--- config.mk ---
export PLATFORM = sky130hd
export DESIGN_NAME = wave_tally_flat
export DESIGN_NICKNAME = d
export VERILOG_FILES = /design/src/rtl/wave_tally_pkg.sv /design/src/rtl/wave_tally_if.sv /design/src/rtl/wave_tally_row_points.sv /design/src/rtl/wave_tally.sv /design/src/flat_wrapper.sv
export SDC_FILE = /design/constraint.sdc
export NUM_CORES = 1
export LEC_CHECK = 0
export CORE_ASPECT_RATIO = 1.75
export CORE_MARGIN = 2
export CORE_UTILIZATION = 53
export CTS_BUF_LIST = sky130_fd_sc_hd__clkbuf_4
export DETAILED_ROUTE_END_ITERATION = 7
export PLACE_DENSITY = 0.81
export SLEW_MARGIN = 20
export SYNTH_ARGS = -nofsm -noshare
export SYNTH_HDL_FRONTEND = slang
export SYNTH_SLANG_ARGS = --single-unit
--- constraint.sdc ---
create_clock -name clk -period 2.9 [get_ports clk]
set_input_delay 0.29 -clock clk [delete_from_list [all_inputs] [get_ports clk]]
set_output_delay 0.29 -clock clk [all_outputs]
set_load 0.03 [all_outputs]
--- src/rtl/wave_tally_pkg.sv ---
// Shared types and constants for the invaders wave logic: FSM states,
// playfield geometry and the per-row point values.
package invaders_pkg;

    typedef enum logic [1:0] {
        ST_IDLE = 2'd0,
        ST_PLAY = 2'd1,
        ST_WIN  = 2'd2,
        ST_OVER = 2'd3
    } state_t;

    localparam int ALIEN_ROWS = 5;
    localparam int ALIEN_COLS = 11;

    localparam int ROW_W    = 3;
    localparam int POINTS_W = 6;
    localparam int SCORE_W  = 11;
    localparam int ALIENS_W = 6;

    localparam logic [SCORE_W-1:0]  MAX_WAVE_SCORE = 11'd1100;
    localparam logic [ALIENS_W-1:0] WAVE_ALIENS    = ALIENS_W'(ALIEN_ROWS * ALIEN_COLS);

    localparam logic [POINTS_W-1:0] POINTS_TOP    = 6'd30;
    localparam logic [POINTS_W-1:0] POINTS_MID    = 6'd20;
    localparam logic [POINTS_W-1:0] POINTS_BOTTOM = 6'd10;

endpackage

--- src/rtl/wave_tally_if.sv ---
// Bundle of the wave controls coming from the game core and the wave
// results going to the score display / accumulator.
interface wave_tally_if;
    import invaders_pkg::*;

    logic                start;
    logic                kill;
    logic [ROW_W-1:0]    kill_row;
    logic                lose;
    logic [SCORE_W-1:0]  wave_score;
    logic [ALIENS_W-1:0] aliens_left;
    logic                win;
    logic                active;

    // Game core side: issues events, observes the wave state.
    modport master (
        output start, kill, kill_row, lose,
        input  wave_score, aliens_left, win, active
    );

    // Wave tally side: consumes events, reports the wave state.
    modport slave (
        input  start, kill, kill_row, lose,
        output wave_score, aliens_left, win, active
    );

endinterface

--- src/rtl/wave_tally_row_points.sv ---
// Row-to-points lookup. Rows 5..7 do not exist on the playfield, so they
// report zero points with the valid flag low.
module row_points
    import invaders_pkg::*;
(
    input  logic [ROW_W-1:0]    i_row,
    output logic [POINTS_W-1:0] o_points,
    output logic                o_valid
);

    // Top row is worth the most, bottom row the least.
    always_comb begin
        o_points = '0;
        o_valid  = 1'b0;
        case (i_row)
            3'd0: begin
                o_points = POINTS_TOP;
                o_valid  = 1'b1;
            end
            3'd1, 3'd2, 3'd3: begin
                o_points = POINTS_MID;
                o_valid  = 1'b1;
            end
            3'd4: begin
                o_points = POINTS_BOTTOM;
                o_valid  = 1'b1;
            end
            default: begin
                o_points = '0;
                o_valid  = 1'b0;
            end
        endcase
    end

endmodule

--- src/rtl/wave_tally.sv ---
// Per-wave score and alien tally. A Moore FSM tracks one wave from start to
// either clear (one-cycle win pulse carrying the final score) or loss.
module wave_tally
    import invaders_pkg::*;
(
    input  logic         clk,
    input  logic         reset_n,
    wave_tally_if.slave  bus
);

    state_t              r_state;
    logic [SCORE_W-1:0]  r_score;
    logic [ALIENS_W-1:0] r_aliens;
    logic                r_win;
    logic                r_active;

    logic [POINTS_W-1:0] w_points;
    logic                w_rowValid;
    logic                w_killOk;
    logic [SCORE_W:0]    w_sum;
    logic [SCORE_W-1:0]  w_scoreNext;

    row_points u_rowPoints (
        .i_row    (bus.kill_row),
        .o_points (w_points),
        .o_valid  (w_rowValid)
    );

    // A kill only counts for a real row while aliens remain; the score adds
    // one bit wider so saturation can be detected instead of wrapping.
    always_comb begin
        w_killOk    = bus.kill && w_rowValid && (r_aliens != '0);
        w_sum       = {1'b0, r_score} + {{(SCORE_W + 1 - POINTS_W){1'b0}}, w_points};
        w_scoreNext = (w_sum > {1'b0, MAX_WAVE_SCORE}) ? MAX_WAVE_SCORE : w_sum[SCORE_W-1:0];
    end

    // Wave FSM with registered outputs; a kill is scored before lose is
    // considered, so a last-alien kill wins even when lose arrives with it.
    always_ff @(posedge clk) begin
        if (!reset_n) begin
            r_state  <= ST_IDLE;
            r_score  <= '0;
            r_aliens <= '0;
            r_win    <= 1'b0;
            r_active <= 1'b0;
        end else begin
            r_win <= 1'b0;
            case (r_state)
                ST_IDLE, ST_OVER: begin
                    if (bus.start) begin
                        r_state  <= ST_PLAY;
                        r_score  <= '0;
                        r_aliens <= WAVE_ALIENS;
                        r_active <= 1'b1;
                    end
                end
                ST_PLAY: begin
                    if (w_killOk) begin
                        r_score  <= w_scoreNext;
                        r_aliens <= r_aliens - 1'b1;
                    end
                    if (w_killOk && (r_aliens == 6'd1)) begin
                        r_state  <= ST_WIN;
                        r_win    <= 1'b1;
                        r_active <= 1'b0;
                    end else if (bus.lose) begin
                        r_state  <= ST_OVER;
                        r_active <= 1'b0;
                    end
                end
                ST_WIN: begin
                    r_state <= ST_IDLE;
                    r_score <= '0;
                end
                default: begin
                    r_state  <= ST_IDLE;
                    r_active <= 1'b0;
                end
            endcase
        end
    end

    assign bus.wave_score  = r_score;
    assign bus.aliens_left = r_aliens;
    assign bus.win         = r_win;
    assign bus.active      = r_active;

endmodule

--- src/flat_wrapper.sv ---
// flat-port wrapper written by rule: the top's interface ports become plain ports
module wave_tally_flat import invaders_pkg::*;
  (clk, reset_n, bus_start, bus_kill, bus_kill_row, bus_lose, bus_wave_score, bus_aliens_left, bus_win, bus_active);
  wave_tally_if bus_i ();
  input  logic clk;
  input  logic reset_n;
  input wire logic [$bits(bus_i.start)-1:0] bus_start;
  input wire logic [$bits(bus_i.kill)-1:0] bus_kill;
  input wire logic [$bits(bus_i.kill_row)-1:0] bus_kill_row;
  input wire logic [$bits(bus_i.lose)-1:0] bus_lose;
  output wire logic [$bits(bus_i.wave_score)-1:0] bus_wave_score;
  output wire logic [$bits(bus_i.aliens_left)-1:0] bus_aliens_left;
  output wire logic [$bits(bus_i.win)-1:0] bus_win;
  output wire logic [$bits(bus_i.active)-1:0] bus_active;
  assign bus_i.start = bus_start;
  assign bus_i.kill = bus_kill;
  assign bus_i.kill_row = bus_kill_row;
  assign bus_i.lose = bus_lose;
  assign bus_wave_score = bus_i.wave_score;
  assign bus_aliens_left = bus_i.aliens_left;
  assign bus_win = bus_i.win;
  assign bus_active = bus_i.active;
  wave_tally u_core (.clk(clk), .reset_n(reset_n), .bus(bus_i));
endmodule
== After elaboration in Yosys (flattened, before gate mapping) ==
Index checks and enable logic that the tools add are counted.

* Register bits after elaboration: 21
* Bits of input ports: 8
* Output and inout port bits: 19
* Word-level logic and storage cells: 52

* Add/sub/neg operators: 2
* Order comparisons: 1
* Eq/ne operators: 11
* Muxes and demuxes: 18
* Reductions and logical operators: 15

{| class="wikitable"
|+ Operators by type and width
! cell !! number
|-
| 11-bit 2-to-1 mux || 3
|-
| 11-bit case mux with 3 select lines || 1
|-
| 5-bit case mux with 3 select lines || 1
|-
| 11-bit by 5-bit adder with 12-bit output || 1
|-
| 12-bit by 11-bit > comparator with 1-bit output, second input constant || 1
|-
| 6-bit 2-to-1 mux || 2
|-
| 6-bit case mux with 2 select lines || 1
|-
| 3-bit by 2-bit == test with 1-bit output, second input constant || 2
|-
| 6-bit by 1-bit == test with 1-bit output, second input constant || 1
|-
| 2-bit 2-to-1 mux || 3
|-
| 2-bit case mux with 3 select lines || 1
|-
| 2-bit AND reduction || 3
|-
| 3-bit AND reduction || 2
|-
| 6-bit nonzero test || 1
|-
| 6-bit by 1-bit subtractor with 6-bit output, second input constant || 1
|-
| 1-bit 2-to-1 mux || 5
|-
| 5-bit OR reduction || 1
|-
| 2-bit == test, second input constant || 2
|-
| 3-bit by 1-bit == test with 1-bit output, second input constant || 1
|-
| 3-bit == test, second input constant || 1
|-
| 1-bit logical AND || 3
|-
| 3-bit zero test || 1
|-
| 3-bit by 2-bit inequality test with 1-bit output, second input constant || 1
|-
| 3-bit OR reduction || 1
|-
| other kinds (7) || 7
|}

== Depth between registers and ports, before layout ==
Gate-level depths: netlist of run 1.

* Word-level depth: 8
* Mapped depth: 10

== By module ==
From an unflattened synthesis of run 1, not the netlist that was laid out.

* Cells, all modules: 198
* Area total of the unflattened synthesis: 1569.0 µm²

{| class="wikitable"
|+ Modules (own cells, without submodules)
! module !! instances !! cells each !! area each (µm²) !! sequential area each (µm²)
|-
| wave_tally || 1 || 190 || 1522.7 || 420.4
|-
| row_points || 1 || 8 || 46.3 || 0.0
|}

== Worst setup path after synthesis of run 1 ==
OpenSTA, ideal clock, no wires.

* Kind: register to register
* Start point: register u_core.r_score[1] (netlist: u_core.bus.wave_score[1])
* End point: register u_core.r_score[9] (netlist: u_core.bus.wave_score[9])
* Setup time: 73 ps
* Arrival time: 2453 ps
* Data required time: 2827 ps
* Path slack: 374 ps
* Cell stages (with the launch flop): 10
* Buffers on the path: 0
* Cells stage by stage: dfxtp_1 ha_1 fa_1 a31oi_1 a31o_1 mux2i_1 o211ai_1 a21o_1 a2111o_1 o211ai_2

* Cells in the longest elaborated chain, start to end: 5

{| class="wikitable"
|+ Ends and longest elaborated chain
! element !! line !! source
|-
| start: declaration || wave_tally.sv:12 || <nowiki>logic [SCORE_W-1:0] r_score;</nowiki>
|-
| start signal: assignment || wave_tally.sv:59 || <nowiki>r_score <= w_scoreNext;</nowiki>
|-
| 11-bit by 5-bit adder with 12-bit output (*) || wave_tally.sv:33 || <nowiki>w_sum = {1'b0, r_score} + {{(SCORE_W + 1 - POINTS_W){1'b0}}, w_points};</nowiki>
|-
| 12-bit by 11-bit > comparator with 1-bit output || wave_tally.sv:34 || <nowiki>w_scoreNext = (w_sum > {1'b0, MAX_WAVE_SCORE}) ? MAX_WAVE_SCORE : w_sum[SCORE_W-1:0];</nowiki>
|-
| 11-bit 2-to-1 mux (*) || wave_tally.sv:34 ||
|-
| 11-bit 2-to-1 mux (*) || wave_tally.sv:58 || <nowiki>if (w_killOk) begin</nowiki>
|-
| 11-bit case mux with 3 select lines (*) || wave_tally.sv:48 || <nowiki>case (r_state)</nowiki>
|}

Every way passes the cells marked *; elsewhere a longest branch is shown, timed or not. The select of a mux whose other input is x is not followed.
A chain may end at the register's enable or synchronous reset.

== Final worst setup path of run 1 ==
* Start point: input port bus_kill_row[1]
* End point: register u_core.r_score[9] (netlist: u_core.bus.wave_score[9])

* Cells in the longest elaborated chain, start to end: 8
* Elaborated cells on any way between the ends: 18
* Those cells by class: 1 x add/sub; 1 x order compare; 5 x eq/ne; 5 x mux; 6 x reduce/logical

{| class="wikitable"
|+ Ends and longest elaborated chain
! element !! line !! source
|-
| start: declaration || flat_wrapper.sv:9 || <nowiki>input wire logic [$bits(bus_i.kill_row)-1:0] bus_kill_row;</nowiki>
|-
| 3-bit by 1-bit == test with 1-bit output or 3-bit by 2-bit == test with 1-bit output (tied branches) || wave_tally_row_points.sv:15 || <nowiki>case (i_row)</nowiki>
|-
| 3-bit OR reduction || wave_tally_row_points.sv:15 ||
|-
| 5-bit case mux with 3 select lines || wave_tally_row_points.sv:15 ||
|-
| 11-bit by 5-bit adder with 12-bit output || wave_tally.sv:33 ||
|-
| 12-bit by 11-bit > comparator with 1-bit output || wave_tally.sv:34 ||
|-
| 11-bit 2-to-1 mux || wave_tally.sv:34 ||
|-
| 11-bit 2-to-1 mux || wave_tally.sv:58 ||
|-
| 11-bit case mux with 3 select lines || wave_tally.sv:48 ||
|}

Several ways; a longest one is shown, not always the timed one. The select of a mux whose other input is x is not followed.

==> results_dict.tcl, run 1 <==
set metrics [dict create \
    coreArea_um2 2492 \
    grt_start_max_net_pins 15 \
    grt_overflow 0 \
    drtPass1Iterations 4 \
    yosys-top-cells-area "dfxtp_1 29%, ha_1 8.1%, o21ai_0 3.6%, inv_1 3.3%, xor2_1 3.2%" \
    period_needed_ns 2.700 \
    cts_made_buffers 3 \
    yosysSeqAreaShare 0.2893 \
    clk_latency_ns 0.31 \
    die_area_um2 3052 \
    status "complete, no violations" \
    die_width_um 42.63 \
    hold_viol_final 0 \
    max-vdd-ir-drop_mv 0.3767 \
    start_util 0.5552 \
    crit_required_ns 3.15 \
    cpPeakStageDelay_ns 0.53 \
    vias_per_cell 6.147 \
    ys_async_sr_fraction 0 \
    root_buffer "clkbuf_4" \
    clk_transition_reported_paths_ns 0.12 \
    critPathLaunchType "input pin" \
    post-route-util 0.7003 \
    grt_pass1_vias 1253 \
    syn-cell-area_um2 1384 \
    globalplace.congestion 1.002 \
    h-tree-depth 1 \
    clock_skew_ns 0.002549 \
    slew_headroom 0.6189 \
    wl_um 3420 \
    tns_ns 0 \
    synth_cells 160 \
    place_ws_ns -0.2083 \
    rows 24 \
    cap_violations 0 \
    placed_cells 213 \
    synth_warnings 0 \
    port_buffers 25 \
    tightest_slew_ns 0.5705 \
    cts_tree "built" \
    p_leak_nw 0.7448 \
    nets 210 \
    cts_sinks 20 \
    io_pins 27 \
    clock_path_buffers 2 \
    syn_nets 178 \
    antenna_found_initial 0 \
    synth_edf_count 0 \
    synth_area_leader_cell "dfxtp_1" \
    yosys.area.top_type_share 0.2893 \
    synthFlopType "dfxtp_1" \
    area_delta_synth_final_pct 26.13 \
    drt_iter0_markers 46 \
    crit_path_end_kind "flip-flop" \
    drive_gt1_frac 0.1518 \
    stdcell_count 217 \
    slowest_stage "clkdlybuf4s50_1" \
    ys_ff_latch 20 \
    path_buf_inv 1 \
    crit_arrival_ns 2.95 \
    fin_crit_sh 0.9312 \
    crit_chain "clkdlybuf4s50_1 -> nor2_2 -> ha_1 -> fa_2 -> a31oi_4 -> a31o_1 -> mux2i_1 -> o211ai_1 -> a21o_1 -> a2111o_1 -> o211ai_2" \
    drc 0 \
    hp-class "flip-flop to flip-flop" \
    finalPower_mw 0.9435 \
    diodes 0 \
    avgSynthCellArea_um2 8.649 \
    grt_pass1_wl_um 5602 \
    cp_top_family "compound AO/OA/AOI/OAI gates" \
    path_class "input pin to flip-flop" \
    cp_max_fo 6 \
    max_freq_mhz 370.3 \
    synth_cell_types 52 \
    die_h_um 71.60 \
    wl_per_cell_um 15.76 \
    via_count 1334 \
    dp_hpwl_um 2713 \
    postPlaceCellArea_um2 1695 \
    holdWs_ns 0.4787 \
    grt_usage 0.2361 \
    setup_ws_ns 0.1996 \
    ant_nets 0 \
    slew_viol_final 0 \
    power_per_cell_area_nw_per_um2 540.6 \
    finalSetupViolCount 0 \
    grt_setup_unrepaired "no" \
    final_area_um2 1745 \
]
==> synth_stat cells (2+ instances only) <==
cell	instances
dfxtp_1	20
inv_1	12
nand2_1	11
o21ai_0	10
ha_1	9
nand3_1	8
a21oi_1	6
nor2_1	6
a21boi_0	5
xor2_1	5
a21o_1	4
and3_1	3
clkbuf_1	3
nand4_1	3
xnor2_1	3
a21o_2	2
a221oi_1	2
a22oi_1	2
a31oi_1	2
and2_1	2
mux2i_1	2
nand2b_1	2
nand4bb_1	2
nor2b_1	2
o211a_1	2
o211ai_1	2
o211ai_2	2
o21ai_1	2
or2_2	2
or4_1	2
==> tightest hold or removal path, delay by kind of cell, from the launching register on <==
family / cells / cell delay [ns]
DFF: 1 / 0.34
and+or+nand+nor: 1 / 0.06
AOI/OAI and AO/OA: 1 / 0.05
==> layer usage <==
layer  vias to the layer above  share of wire  track usage
li1                        638              -            -
met1                       648           0.38       0.2377
met2                        39           0.57       0.4663
met3                         9          0.026      0.01763
met4                         0          0.029       0.1042
met5                         -              0            0
==> final cells by class <==
| class | count | area (um2) |
|---|---|---|
| multi-input cells | 123 | 938.4 |
| fillers | 200 | 747.0 |
| flip-flops and latches | 20 | 400.4 |
| repair buffers | 32 | 302.8 |
| inverters | 12 | 45.04 |
| well taps | 26 | 32.53 |
| clock buffers | 3 | 22.52 |
| clock inverters | 1 | 3.754 |
==> where the power goes <==
group          switching (mW)  internal, mW
combinational           0.254         0.180
clock                  0.0920        0.0504
sequential             0.0490         0.318
total                   0.395         0.549
==> repair_timing <==
| item | in CTS | in global routing |
|---|---|---|
| gates resized for setup | 0 | 4 |
| buffers inserted | 0 | 0 |
| setup endpoints to repair | 0 | 3 |
| hold buffers | 0 | 0 |
==> layout by cell type (no fill, tap or decap), types with 3 or more instances in the layout <==
master / netlist / final
nand3_1: 8 / 8
clkdlybuf4s50_1: 0 / 25
ha_1: 9 / 9
nand4_1: 3 / 3
and3_1: 3 / 3
a21o_1: 4 / 4
xor2_1: 5 / 5
a21oi_1: 6 / 6
dfxtp_1: 20 / 20
nor2_1: 6 / 6
o21ai_0: 10 / 10
xnor2_1: 3 / 3
inv_1: 12 / 12
clkbuf_4: 0 / 3
buf_4: 1 / 7
a21boi_0: 5 / 5
nand2_1: 11 / 11
==> registers in the layout, summed over array words and instances (netlist names) <==
name                    count
u_core.bus.active           1
u_core.r_state              2
u_core.bus.wave_score      10
u_core.bus.win              1
u_core.bus.aliens_left      6
==> logic make-up (layout without fill, tap and decap cells) <==
family,Yosys count,in the layout,synth area share
simple gates,51,51,0.2188
compound gates,49,49,0.2595
flops,20,20,0.2893
buf+inv,17,48,0.04972
fa+ha+maj,11,11,0.1040
xor+xnor,8,8,0.05063
mux,3,3,0.02531
other cells,1,1,0.002710
==> worst paths after layout <==
path,endpoint,slack (ns),cells after the start,startpoint
min,u_core.bus.wave_score[1]$_SDFFE_PN0P_,0.48,2,u_core.bus.wave_score[1]$_SDFFE_PN0P_
max reg2reg,u_core.bus.wave_score[9]$_SDFFE_PN0P_,0.43,9,u_core.bus.wave_score[1]$_SDFFE_PN0P_
min reg2reg,u_core.bus.wave_score[1]$_SDFFE_PN0P_,0.48,2,u_core.bus.wave_score[1]$_SDFFE_PN0P_
max,u_core.bus.wave_score[9]$_SDFFE_PN0P_,0.20,11,bus_kill_row[1]
No activity file was read; power rests on OpenSTA's default activity.
==> inputs of run 2 (changes only) <==
- CORE_MARGIN: 2 -> 4
==> run 2 against run 1 <==
Compared with the run above: critical path depth stayed put; largest cell class unchanged; highest routed layer unchanged; sequential power hardly changed; clock skew is 0.0053 ns higher; register-to-register slack worse by 0.06 ns; power is 1.3% lower; combinational power is 2% lower; die area is 15% higher; clock-buffer cell count stayed put; utilization is 0.65 points lower; worst setup slack worse by 0.026 ns.
==> results_dict.tcl, run 2 (synthesized netlist as in run 1, its figures left out) <==
set metrics [dict create \
    diodes 0 \
    critPathLaunchType "input pin" \
    drt_iter0_markers 25 \
    crit_arrival_ns 2.93 \
    antenna_found_initial 0 \
    wl_per_cell_um 15.60 \
    p_leak_nw 0.7412 \
    ant_nets 0 \
    intPower_mw 0.5474 \
    r2r_start "u_core.bus.wave_score[1]$_SDFFE_PN0P_" \
    dp_hpwl_um 2716 \
    holdWs_ns 0.4763 \
    max_freq_mhz 366.8 \
    p_clk_frac 0.151 \
    die_area_um2 3525 \
    rows 24 \
    die_h_um 75.60 \
    start_util 0.5552 \
    cts_sinks 20 \
    largest_reg_flops 10 \
    reg2reg_slack_ns 0.37 \
    period_needed_ns 2.726 \
    wl_um 3369 \
    path_buf_inv 1 \
    cpPeakStageDelay_ns 0.52 \
    die_width_um 46.63 \
    grt_pass1_wl_um 5478 \
    cap_violations 0 \
    grt_setup_unrepaired "no" \
    drive_gt1_frac 0.1368 \
    p_comb_frac 0.456 \
    grt_start_max_net_pins 15 \
    grt_usage 0.2131 \
    slew_viol_final 0 \
    crit_chain "clkdlybuf4s50_1 -> nor2_2 -> ha_1 -> fa_1 -> a31oi_4 -> nand3_1 -> a211o_1 -> mux2_4 -> a22o_2 -> a22oi_1 -> nor2b_1" \
    cts_tree "built" \
    hp-class "flip-flop to flip-flop" \
    io_pins 27 \
    r2r-end "u_core.bus.wave_score[10]$_SDFFE_PN0P_" \
    rr_worst_depth 9 \
    power_per_cell_area_nw_per_um2 538.7 \
    clk_transition_reported_paths_ns 0.12 \
    grt_overflow 0 \
    globalplace.congestion 1.013 \
    cp_max_fo 8 \
    finalPower_mw 0.9314 \
    crit_required_ns 3.10 \
    place_ws_ns -0.1793 \
    crit_path_end_kind "flip-flop" \
    setup_ws_ns 0.1736 \
    hold_depth 2 \
    max-vdd-ir-drop_mv 0.5082 \
    clock_skew_ns 0.007850 \
    path_class "input pin to flip-flop" \
    coreArea_um2 2492 \
    hold_viol_final 0 \
    cts_made_buffers 3 \
    vias_per_cell 5.958 \
    tns_ns 0 \
    drtPass1Iterations 4 \
    via_count 1287 \
    root_buffer "clkbuf_4" \
    port_buffers 25 \
    status "complete, no violations" \
    grt_pass1_vias 1290 \
    seqPwrFrac 0.393 \
    switching_share 0.4123 \
    min-delay-start "u_core.bus.wave_score[4]$_SDFFE_PN0P_" \
    clk_latency_ns 0.31 \
    power.switching_mw 0.3840 \
    fin_crit_sh 0.9401 \
    final_area_um2 1729 \
    area_delta_synth_final_pct 24.95 \
    clock_path_buffers 2 \
    cp_top_family "compound AO/OA/AOI/OAI gates" \
    finalSetupViolCount 0 \
    nets 209 \
    final_cell_mix "25 x clkdlybuf4s50_1, 20 x dfxtp_1, 12 x inv_1, 11 x nand2_1, 10 x o21ai_0" \
    drc 0 \
    postPlaceCellArea_um2 1688 \
    hold_buffers 0 \
    slowest_stage "clkdlybuf4s50_1" \
    h-tree-depth 1 \
    hold_path_end "u_core.bus.wave_score[4]$_SDFFE_PN0P_" \
    final_common_cell "clkdlybuf4s50_1" \
]
==> run 2: power by group through the flow <==
stage	clock network, mW	registers [mW]	logic (mW)
3_3_place_gp	0	0.370	0.417
2_1_floorplan	0	0.435	0.226
5_1_grt	0.151	0.375	0.471
3_5_place_dp	0	0.372	0.428
4_1_cts	0.142	0.367	0.430
6_report	0.141	0.366	0.425
==> run 2: area by class of cell <==
type	instances	area [um2]
Clock buffer	3	22.52
Sequential cell	20	400.4
Tap cell	26	32.53
Clock inverter	1	3.754
Inverter	12	45.04
Multi-Input combinational cell	123	929.6
Timing Repair Buffer	31	295.3
Fill cell	212	763.2
==> run 2: worst min-delay path, cell delays in order (launching register included) <==
cell and delay, ns:
dfxtp_1 0.35, nand2_1 0.05, o21ai_1 0.05
==> run 2: worst max-delay path by stage <==
stage                                          startpoint  depth (start not counted)                                endpoint  slack, ns
global route                              bus_kill_row[1]                         11  u_core.bus.wave_score[10]$_SDFFE_PN0P_       0.01
global placement                          bus_kill_row[1]                         11   u_core.bus.wave_score[9]$_SDFFE_PN0P_      -0.08
detailed placement                        bus_kill_row[1]                         11  u_core.bus.wave_score[10]$_SDFFE_PN0P_      -0.18
CTS                                       bus_kill_row[1]                         11  u_core.bus.wave_score[10]$_SDFFE_PN0P_       0.14
floorplan           u_core.bus.wave_score[1]$_SDFFE_PN0P_                          9   u_core.bus.wave_score[9]$_SDFFE_PN0P_       0.37
finish                                    bus_kill_row[1]                         11  u_core.bus.wave_score[10]$_SDFFE_PN0P_       0.17
==> run 2: timing repair <==
item                                    CTS  global route
endpoints found under the hold margin     0             0
resized for setup                         0             2
endpoints found under the setup margin    0             4
setup buffers                             0             0
==> run 2: layer usage <==
metal	track usage	wire length (um)	up-vias
met1	0.2046	1255	605
met2	0.4034	1862	35
li1	-	-	637
met3	0.01891	135	10
met4	0.1415	114	0
met5	0	0	-
==> run 2: through the flow <==
step / util / cells
after floorplan: - / 160
after global placement: 0.6772 / 212
after detailed placement: 0.6772 / 212
after CTS: 0.6878 / 216
after global routing: 0.6938 / 216
final: 0.6938 / 216
